`src/rtl/ppm_pkg.sv`:
```
// Shared PPM definitions: FSM state encoding, datapath widths and default timing.
package ppm_pkg;

    typedef enum logic [1:0] {
        StIdle,
        StMark,
        StSpace,
        StSync
    } ppm_state_t;

    localparam int unsigned US_W  = 16;
    localparam int unsigned SUM_W = 24;

    // Default timing, common to the transmit encoder and the receive reader.
    localparam int unsigned DEF_TICKS_PER_US = 50;
    localparam int unsigned DEF_FRAME_US     = 22500;
    localparam int unsigned DEF_PULSE_US     = 300;
    localparam int unsigned DEF_CH_MIN_US    = 1000;
    localparam int unsigned DEF_CH_MAX_US    = 2000;
    localparam int unsigned DEF_CH_RESET_US  = 1500;
    localparam int unsigned DEF_MIN_SYNC_US  = 4000;

    function automatic logic [US_W-1:0] clamp_us(
        input logic [US_W-1:0] value,
        input logic [US_W-1:0] lo,
        input logic [US_W-1:0] hi
    );
        if (value < lo) begin
            return lo;
        end
        if (value > hi) begin
            return hi;
        end
        return value;
    endfunction

endpackage

```
`src/rtl/us_tick_gen.sv`:
```
// Microsecond prescaler: one-cycle tick every TICKS_PER_MICROSECOND clocks, restartable.
module us_tick_gen
    import ppm_pkg::*;
#(
    parameter int unsigned TICKS_PER_MICROSECOND = DEF_TICKS_PER_US
) (
    input  logic clk,
    input  logic reset,
    input  logic clear,
    output logic tick
);

    localparam int unsigned CNT_W = (TICKS_PER_MICROSECOND > 1) ? $clog2(TICKS_PER_MICROSECOND) : 1;
    localparam logic [CNT_W-1:0] LAST = CNT_W'(TICKS_PER_MICROSECOND - 1);

    logic [CNT_W-1:0] cnt_q;
    logic [CNT_W-1:0] cnt_d;

    // Wrap at the last count; clear restarts the microsecond at zero.
    always_comb begin
        if (clear || (cnt_q == LAST)) begin
            cnt_d = '0;
        end else begin
            cnt_d = cnt_q + CNT_W'(1);
        end
    end

    // Prescaler count register.
    always_ff @(posedge clk or posedge reset) begin
        if (reset) begin
            cnt_q <= '0;
        end else begin
            cnt_q <= cnt_d;
        end
    end

    assign tick = (cnt_q == LAST);

endmodule

```
`src/rtl/ppm_tx_encoder.sv`:
```
// PPM frame generator: shadow channel registers committed at frame start, marks and
// spaces timed in microseconds, sync gap padded to the nominal frame length.
module ppm_tx_encoder
    import ppm_pkg::*;
#(
    parameter int unsigned NUM_CHANNELS          = 8,
    parameter int unsigned TICKS_PER_MICROSECOND = DEF_TICKS_PER_US,
    parameter int unsigned FRAME_US              = DEF_FRAME_US,
    parameter int unsigned PULSE_US              = DEF_PULSE_US,
    parameter int unsigned CH_MIN_US             = DEF_CH_MIN_US,
    parameter int unsigned CH_MAX_US             = DEF_CH_MAX_US,
    parameter int unsigned CH_RESET_US           = DEF_CH_RESET_US,
    parameter int unsigned MIN_SYNC_US           = DEF_MIN_SYNC_US,
    parameter bit          IDLE_LEVEL            = 1'b1
) (
    input  logic                            clk,
    input  logic                            reset,
    input  logic                            enable,
    input  logic                            wr_en,
    input  logic [$clog2(NUM_CHANNELS)-1:0] wr_addr,
    input  logic [15:0]                     wr_data,
    output logic                            ppm_out,
    output logic                            frame_strobe,
    output logic                            busy
);

    localparam int unsigned IDX_W = $clog2(NUM_CHANNELS + 1);
    localparam logic [IDX_W-1:0] LAST_IDX = IDX_W'(NUM_CHANNELS);

    localparam logic [US_W-1:0] PULSE    = US_W'(PULSE_US);
    localparam logic [US_W-1:0] CH_MIN   = US_W'(CH_MIN_US);
    localparam logic [US_W-1:0] CH_MAX   = US_W'(CH_MAX_US);
    localparam logic [US_W-1:0] CH_RST   = US_W'(CH_RESET_US);
    localparam logic [US_W-1:0] MIN_SYNC = US_W'(MIN_SYNC_US);

    localparam logic signed [SUM_W:0] FRAME_S    = (SUM_W + 1)'(FRAME_US);
    localparam logic signed [SUM_W:0] PULSE_S    = (SUM_W + 1)'(PULSE_US);
    localparam logic signed [SUM_W:0] MIN_SYNC_S = (SUM_W + 1)'(MIN_SYNC_US);

    logic [US_W-1:0]     shadow_q [NUM_CHANNELS];
    logic [US_W-1:0]     active_q [NUM_CHANNELS];
    logic [US_W-1:0]     clamped  [NUM_CHANNELS];
    logic [SUM_W-1:0]    chan_sum;
    logic signed [SUM_W:0] gap;
    logic [US_W-1:0]     sync_d;
    logic [US_W-1:0]     sync_q;
    logic [US_W-1:0]     dur_q;
    logic [US_W-1:0]     space_len;
    logic [IDX_W-1:0]    ch_idx_q;
    ppm_state_t          state_q;
    ppm_state_t          state_d;
    logic                us_tick;
    logic                phase_end;
    logic                latch;
    logic                ppm_d;
    logic                strobe_d;
    logic                busy_d;

    us_tick_gen #(
        .TICKS_PER_MICROSECOND(TICKS_PER_MICROSECOND)
    ) u_us_tick_gen (
        .clk  (clk),
        .reset(reset),
        .clear(latch),
        .tick (us_tick)
    );

    assign phase_end = us_tick && (dur_q == US_W'(1));

    // A frame is committed either from idle or directly at the end of the previous sync.
    assign latch = enable && ((state_q == StIdle) || ((state_q == StSync) && phase_end));

    // Shadow registers take writes in every state; out-of-range addresses are dropped.
    always_ff @(posedge clk or posedge reset) begin
        if (reset) begin
            for (int i = 0; i < NUM_CHANNELS; i++) begin
                shadow_q[i] <= CH_RST;
            end
        end else if (wr_en && (32'(wr_addr) < NUM_CHANNELS)) begin
            shadow_q[wr_addr] <= wr_data;
        end
    end

    // Clamped shadow values and their sum, as they would be committed at latch.
    always_comb begin
        chan_sum = '0;
        for (int i = 0; i < NUM_CHANNELS; i++) begin
            clamped[i] = clamp_us(shadow_q[i], CH_MIN, CH_MAX);
            chan_sum   = chan_sum + SUM_W'(clamped[i]);
        end
    end

    // Signed gap so an oversubscribed frame falls back to the minimum sync.
    always_comb begin
        gap = FRAME_S - $signed({1'b0, chan_sum}) - PULSE_S;
        if (gap < MIN_SYNC_S) begin
            sync_d = MIN_SYNC;
        end else begin
            sync_d = US_W'(gap);
        end
    end

    // Space length for the current channel (mark-to-mark equals the channel width).
    always_comb begin
        space_len = '0;
        for (int i = 0; i < NUM_CHANNELS; i++) begin
            if (ch_idx_q == IDX_W'(i)) begin
                space_len = active_q[i] - PULSE;
            end
        end
    end

    // Frame datapath: active channels, sync length, channel index and duration counter.
    always_ff @(posedge clk or posedge reset) begin
        if (reset) begin
            for (int i = 0; i < NUM_CHANNELS; i++) begin
                active_q[i] <= CH_RST;
            end
            sync_q   <= MIN_SYNC;
            dur_q    <= '0;
            ch_idx_q <= '0;
        end else if (latch) begin
            for (int i = 0; i < NUM_CHANNELS; i++) begin
                active_q[i] <= clamped[i];
            end
            sync_q   <= sync_d;
            ch_idx_q <= '0;
            dur_q    <= PULSE;
        end else if (phase_end) begin
            case (state_q)
                StMark:  dur_q <= (ch_idx_q < LAST_IDX) ? space_len : sync_q;
                StSpace: begin
                    ch_idx_q <= ch_idx_q + IDX_W'(1);
                    dur_q    <= PULSE;
                end
                default: ;
            endcase
        end else if (us_tick && (state_q != StIdle)) begin
            dur_q <= dur_q - US_W'(1);
        end
    end

    // State register.
    always_ff @(posedge clk or posedge reset) begin
        if (reset) begin
            state_q <= StIdle;
        end else begin
            state_q <= state_d;
        end
    end

    // Next-state logic.
    always_comb begin
        state_d = state_q;
        case (state_q)
            StIdle:  if (enable) state_d = StMark;
            StMark:  if (phase_end) state_d = (ch_idx_q < LAST_IDX) ? StSpace : StSync;
            StSpace: if (phase_end) state_d = StMark;
            StSync:  if (phase_end) state_d = enable ? StMark : StIdle;
            default: state_d = StIdle;
        endcase
    end

    // Output next values; outputs change on the same edge as the state.
    always_comb begin
        ppm_d    = ppm_out;
        strobe_d = 1'b0;
        busy_d   = busy;
        case (state_q)
            StIdle: begin
                if (enable) begin
                    ppm_d    = ~IDLE_LEVEL;
                    strobe_d = 1'b1;
                    busy_d   = 1'b1;
                end
            end
            StMark:  if (phase_end) ppm_d = IDLE_LEVEL;
            StSpace: if (phase_end) ppm_d = ~IDLE_LEVEL;
            StSync: begin
                if (phase_end) begin
                    if (enable) begin
                        ppm_d    = ~IDLE_LEVEL;
                        strobe_d = 1'b1;
                    end else begin
                        busy_d = 1'b0;
                    end
                end
            end
            default: ;
        endcase
    end

    // Registered outputs.
    always_ff @(posedge clk or posedge reset) begin
        if (reset) begin
            ppm_out      <= IDLE_LEVEL;
            frame_strobe <= 1'b0;
            busy         <= 1'b0;
        end else begin
            ppm_out      <= ppm_d;
            frame_strobe <= strobe_d;
            busy         <= busy_d;
        end
    end

endmodule
```
`config.mk`:
```
export PLATFORM = sky130hd
export DESIGN_NAME = ppm_tx_encoder
export DESIGN_NICKNAME = d
export VERILOG_FILES = /design/src/rtl/ppm_pkg.sv /design/src/rtl/us_tick_gen.sv /design/src/rtl/ppm_tx_encoder.sv
export SDC_FILE = /design/constraint.sdc
export NUM_CORES = 1
export LEC_CHECK = 0
export ABC_AREA = 1
export BUFFER_PORTS_ARGS = -buffer_cell sky130_fd_sc_hd__buf_2
export CAP_MARGIN = 10
export CORE_MARGIN = 1.5
export CORE_UTILIZATION = 50
export CTS_BUF_LIST = sky130_fd_sc_hd__clkbuf_16
export DETAILED_ROUTE_END_ITERATION = 16
export PLACE_DENSITY = 0.76
export SETUP_SLACK_MARGIN = 0.5
export SLEW_MARGIN = 20
export SYNTH_ARGS = -nofsm -noshare
export SYNTH_HDL_FRONTEND = slang
export SYNTH_HIERARCHICAL = 1
export SYNTH_SLANG_ARGS = --single-unit
```
`constraint.sdc`:
```
create_clock -name clk -period 22 [get_ports clk]
set_clock_uncertainty 0.05 [all_clocks]
set_input_delay 2.2 -clock clk [delete_from_list [all_inputs] [get_ports clk]]
set_output_delay 2.2 -clock clk [all_outputs]
set_load 0.01 [all_outputs]
```
==> impl_metrics.ini <==
[route]
drc_errors = 0
vias = 18093
dr.pass1.iters = 7
avgViaCountPerCell = 5.463
drt_iter0_drc = 1509
wl_per_cell_um = 16.76
ant_nets = 0
routed_wl_mm = 55.51

[yosys]
synth_flop_cell = dfrtp_1
synth_common_cells = nand2_1 (746), inv_1 (405), o21ai_0 (315), nor2_1 (262), dfrtp_1 (184)
ys_types = 50
synthesis.area_mm2 = 0.02027
ys_seq_elements = 303
yosysTopAreaCellShare = 0.2271
async_flop_share = 1.000
ys_top_cells_by_area = dfrtp_1 (23%), dfstp_2 (15%), nand2_1 (14%)
syn_inst = 2726
synth_seq_area_share = 0.3813
synth_edf_count = 0
synth_warnings = 6
synth_most_common_cell = nand2_1
yosys.area.top_type = dfrtp_1
syn_area_per_cell_um2 = 7.437

[layout]
final_area_mm2 = 0.02206
fillers = 3667
instances_no_fill = 3312
drive_above_1_share = 0.08683
nets = 2935
antenna_cells = 0
syn_to_final_growth_pct = 8.831

[critical_path]
cp-end-kind = flip-flop
slowest_stage = nor3b_1
startpoint = shadow_q[45]
cp.required_ns = 22.38
crit_cells = 33
critPathArrivalTime_ns = 7.61
worstSetupStartpointType = flip-flop
rrSetupSlack_ns = 14.77
path_common_cell = nand2_1
critPathBufInv = 4
cp_top_family = simple AND/OR/NAND/NOR gates
cp_max_fo = 16
r2r_end = sync_q[14]
endpoint = sync_q[14]
worstReg2RegStart = shadow_q[45]
critPathKind = flip-flop to flip-flop
max_stage_delay_ns = 0.58
r2r_cells = 33

[clocking]
ctsResizeCount = 0
cts.sinks = 303
clk_path_buf_depth = 3
htree_levels = 2
postCtsHoldBufs = 0
clock_latency_ns = 0.56
clk_pin_slew_ns = 0.06
post-cts-setup-buffer-count = 0
cts_tree = yes
cts_root_buffer = clkbuf_16
cts_buffers = 35

[sta]
fin_crit_sh = 0.3287
hold_ws_ns = 0.4324
finalCriticalPeriod_ns = 7.231
drv_slew = 0
fmax_mhz = 138.3
hold_viol = 0
setup_viol = 0
finalSetupTns_ns = 0
rsz0062_at_grt = false
worstMarginPinSlew_ns = 1.072
maxSlewHeadroom = 0.2856

[floorplanning]
placementRows = 73
io_pins = 26
die_h_um = 204.4
die_area_mm2 = 0.04177
start_util = 0.5079
die_w_um = 204.4
core_mm2 = 0.03991

[global_route]
grt_pass1_vias = 17491
grt_pass1_wl_mm = 90.71
grt_usage = 0.2760
grt_overflow = 0
grt_max_degree = 121
grt_antenna_before_repair = 1

[place]
dpl.hpwl_mm = 41.77
dp.cells = 3248
place_congestion = 0.9566
placed_area_mm2 = 0.02099
portBuffers = 25

[min_path]
min_path_type = flip-flop to flip-flop

[run_status]
status = completed

[job]
maxCapViolCount = 0
==> flip-flops by register name (all words and copies together), names as in the netlist, 2 cells and up <==
signal               count
shadow_q               128
state_q                  2
sync_q                  16
dur_q                   16
u_us_tick_gen/cnt_q      6
active_q               128
ch_idx_q                 4
==> logic make-up after synthesis <==
| group | Yosys count | synth area share |
|---|---|---|
| xor gates and xnor gates | 35 | 0.01549 |
| other | 2 | 0.0003704 |
| AOI/OAI and AO/OA | 475 | 0.1245 |
| and+or+nand+nor | 1278 | 0.2598 |
| buffers and inverters | 481 | 0.08992 |
| adders and majority gates | 152 | 0.1286 |
| DFF | 303 | 0.3813 |
==> cells in the final DEF, fill, tap and decap left out, types with 11 or more instances in the layout <==
master / count
nand4_1: 21
o211ai_1: 19
nand2_1: 745
a21oi_1: 104
inv_1: 412
ha_1: 58
nor2_1: 261
dfrtp_1: 184
nor4_1: 11
a31oi_1: 11
dfstp_2: 119
o21ai_0: 315
buf_2: 25
xor2_1: 28
nor3_1: 26
fa_1: 94
nand2_2: 11
nand3_1: 165
clkbuf_16: 35
or2_2: 14
conb_1: 40
==> worst min-delay path by stage <==
stage                            start      endpoint  slack, ns  cells past startpoint
final                     active_q[81]  active_q[81]       0.43                      2
after global routing      active_q[81]  active_q[81]       0.45                      2
after CTS                 active_q[81]  active_q[81]       0.43                      2
after detailed placement  active_q[81]  active_q[81]       0.41                      2
after global placement    active_q[16]  active_q[16]       0.41                      2
after floorplan           active_q[81]  active_q[81]       0.39                      2
==> routing by layer <==
| layer | GRT usage | share of wire | routed length, um | vias to the layer above |
|---|---|---|---|---|
| met3 | 0.04321 | 0.058 | 3222 | 131 |
| met5 | 0 | 0.00022 | 12 | - |
| met1 | 0.3738 | 0.44 | 24690 | 8683 |
| met2 | 0.4492 | 0.46 | 25420 | 580 |
| li1 | - | - | - | 8697 |
| met4 | 0.09848 | 0.039 | 2156 | 2 |
==> cell type report <==
class,instances,area [um^2],share of cell area
inverter,406,1531,0.06941
clock inverter,29,195.2,0.008846
multi-input combinational,1980,10880,0.4932
timing repair buffer,34,192.7,0.008733
tap,525,656.9,0.02977
clock buffer,35,875.8,0.03969
sequential,303,7731,0.3504
==> worst register-to-register path, delay by kind of cell (launching register included) <==
family / cells / cell delay (ns)
AOI/OAI and AO/OA: 2 / 0.29
adders and majority gates: 6 / 2.79
buffers and inverters: 4 / 0.32
DFF: 1 / 0.37
and+or+nand+nor: 21 / 3.28
==> metrics by stage <==
| step | setup WS [ns] | util |
|---|---|---|
| final | 14.77 | 0.5528 |
| after global routing | 14.28 | 0.5528 |
| after CTS | 14.62 | 0.5526 |
| after detailed placement | 14.66 | 0.5258 |
| after global placement | 14.87 | 0.5258 |
| after floorplan | 11.74 | - |
Power is not shown: default switching activity piles up to over one toggle a cycle in this logic, so the estimate is an artifact.
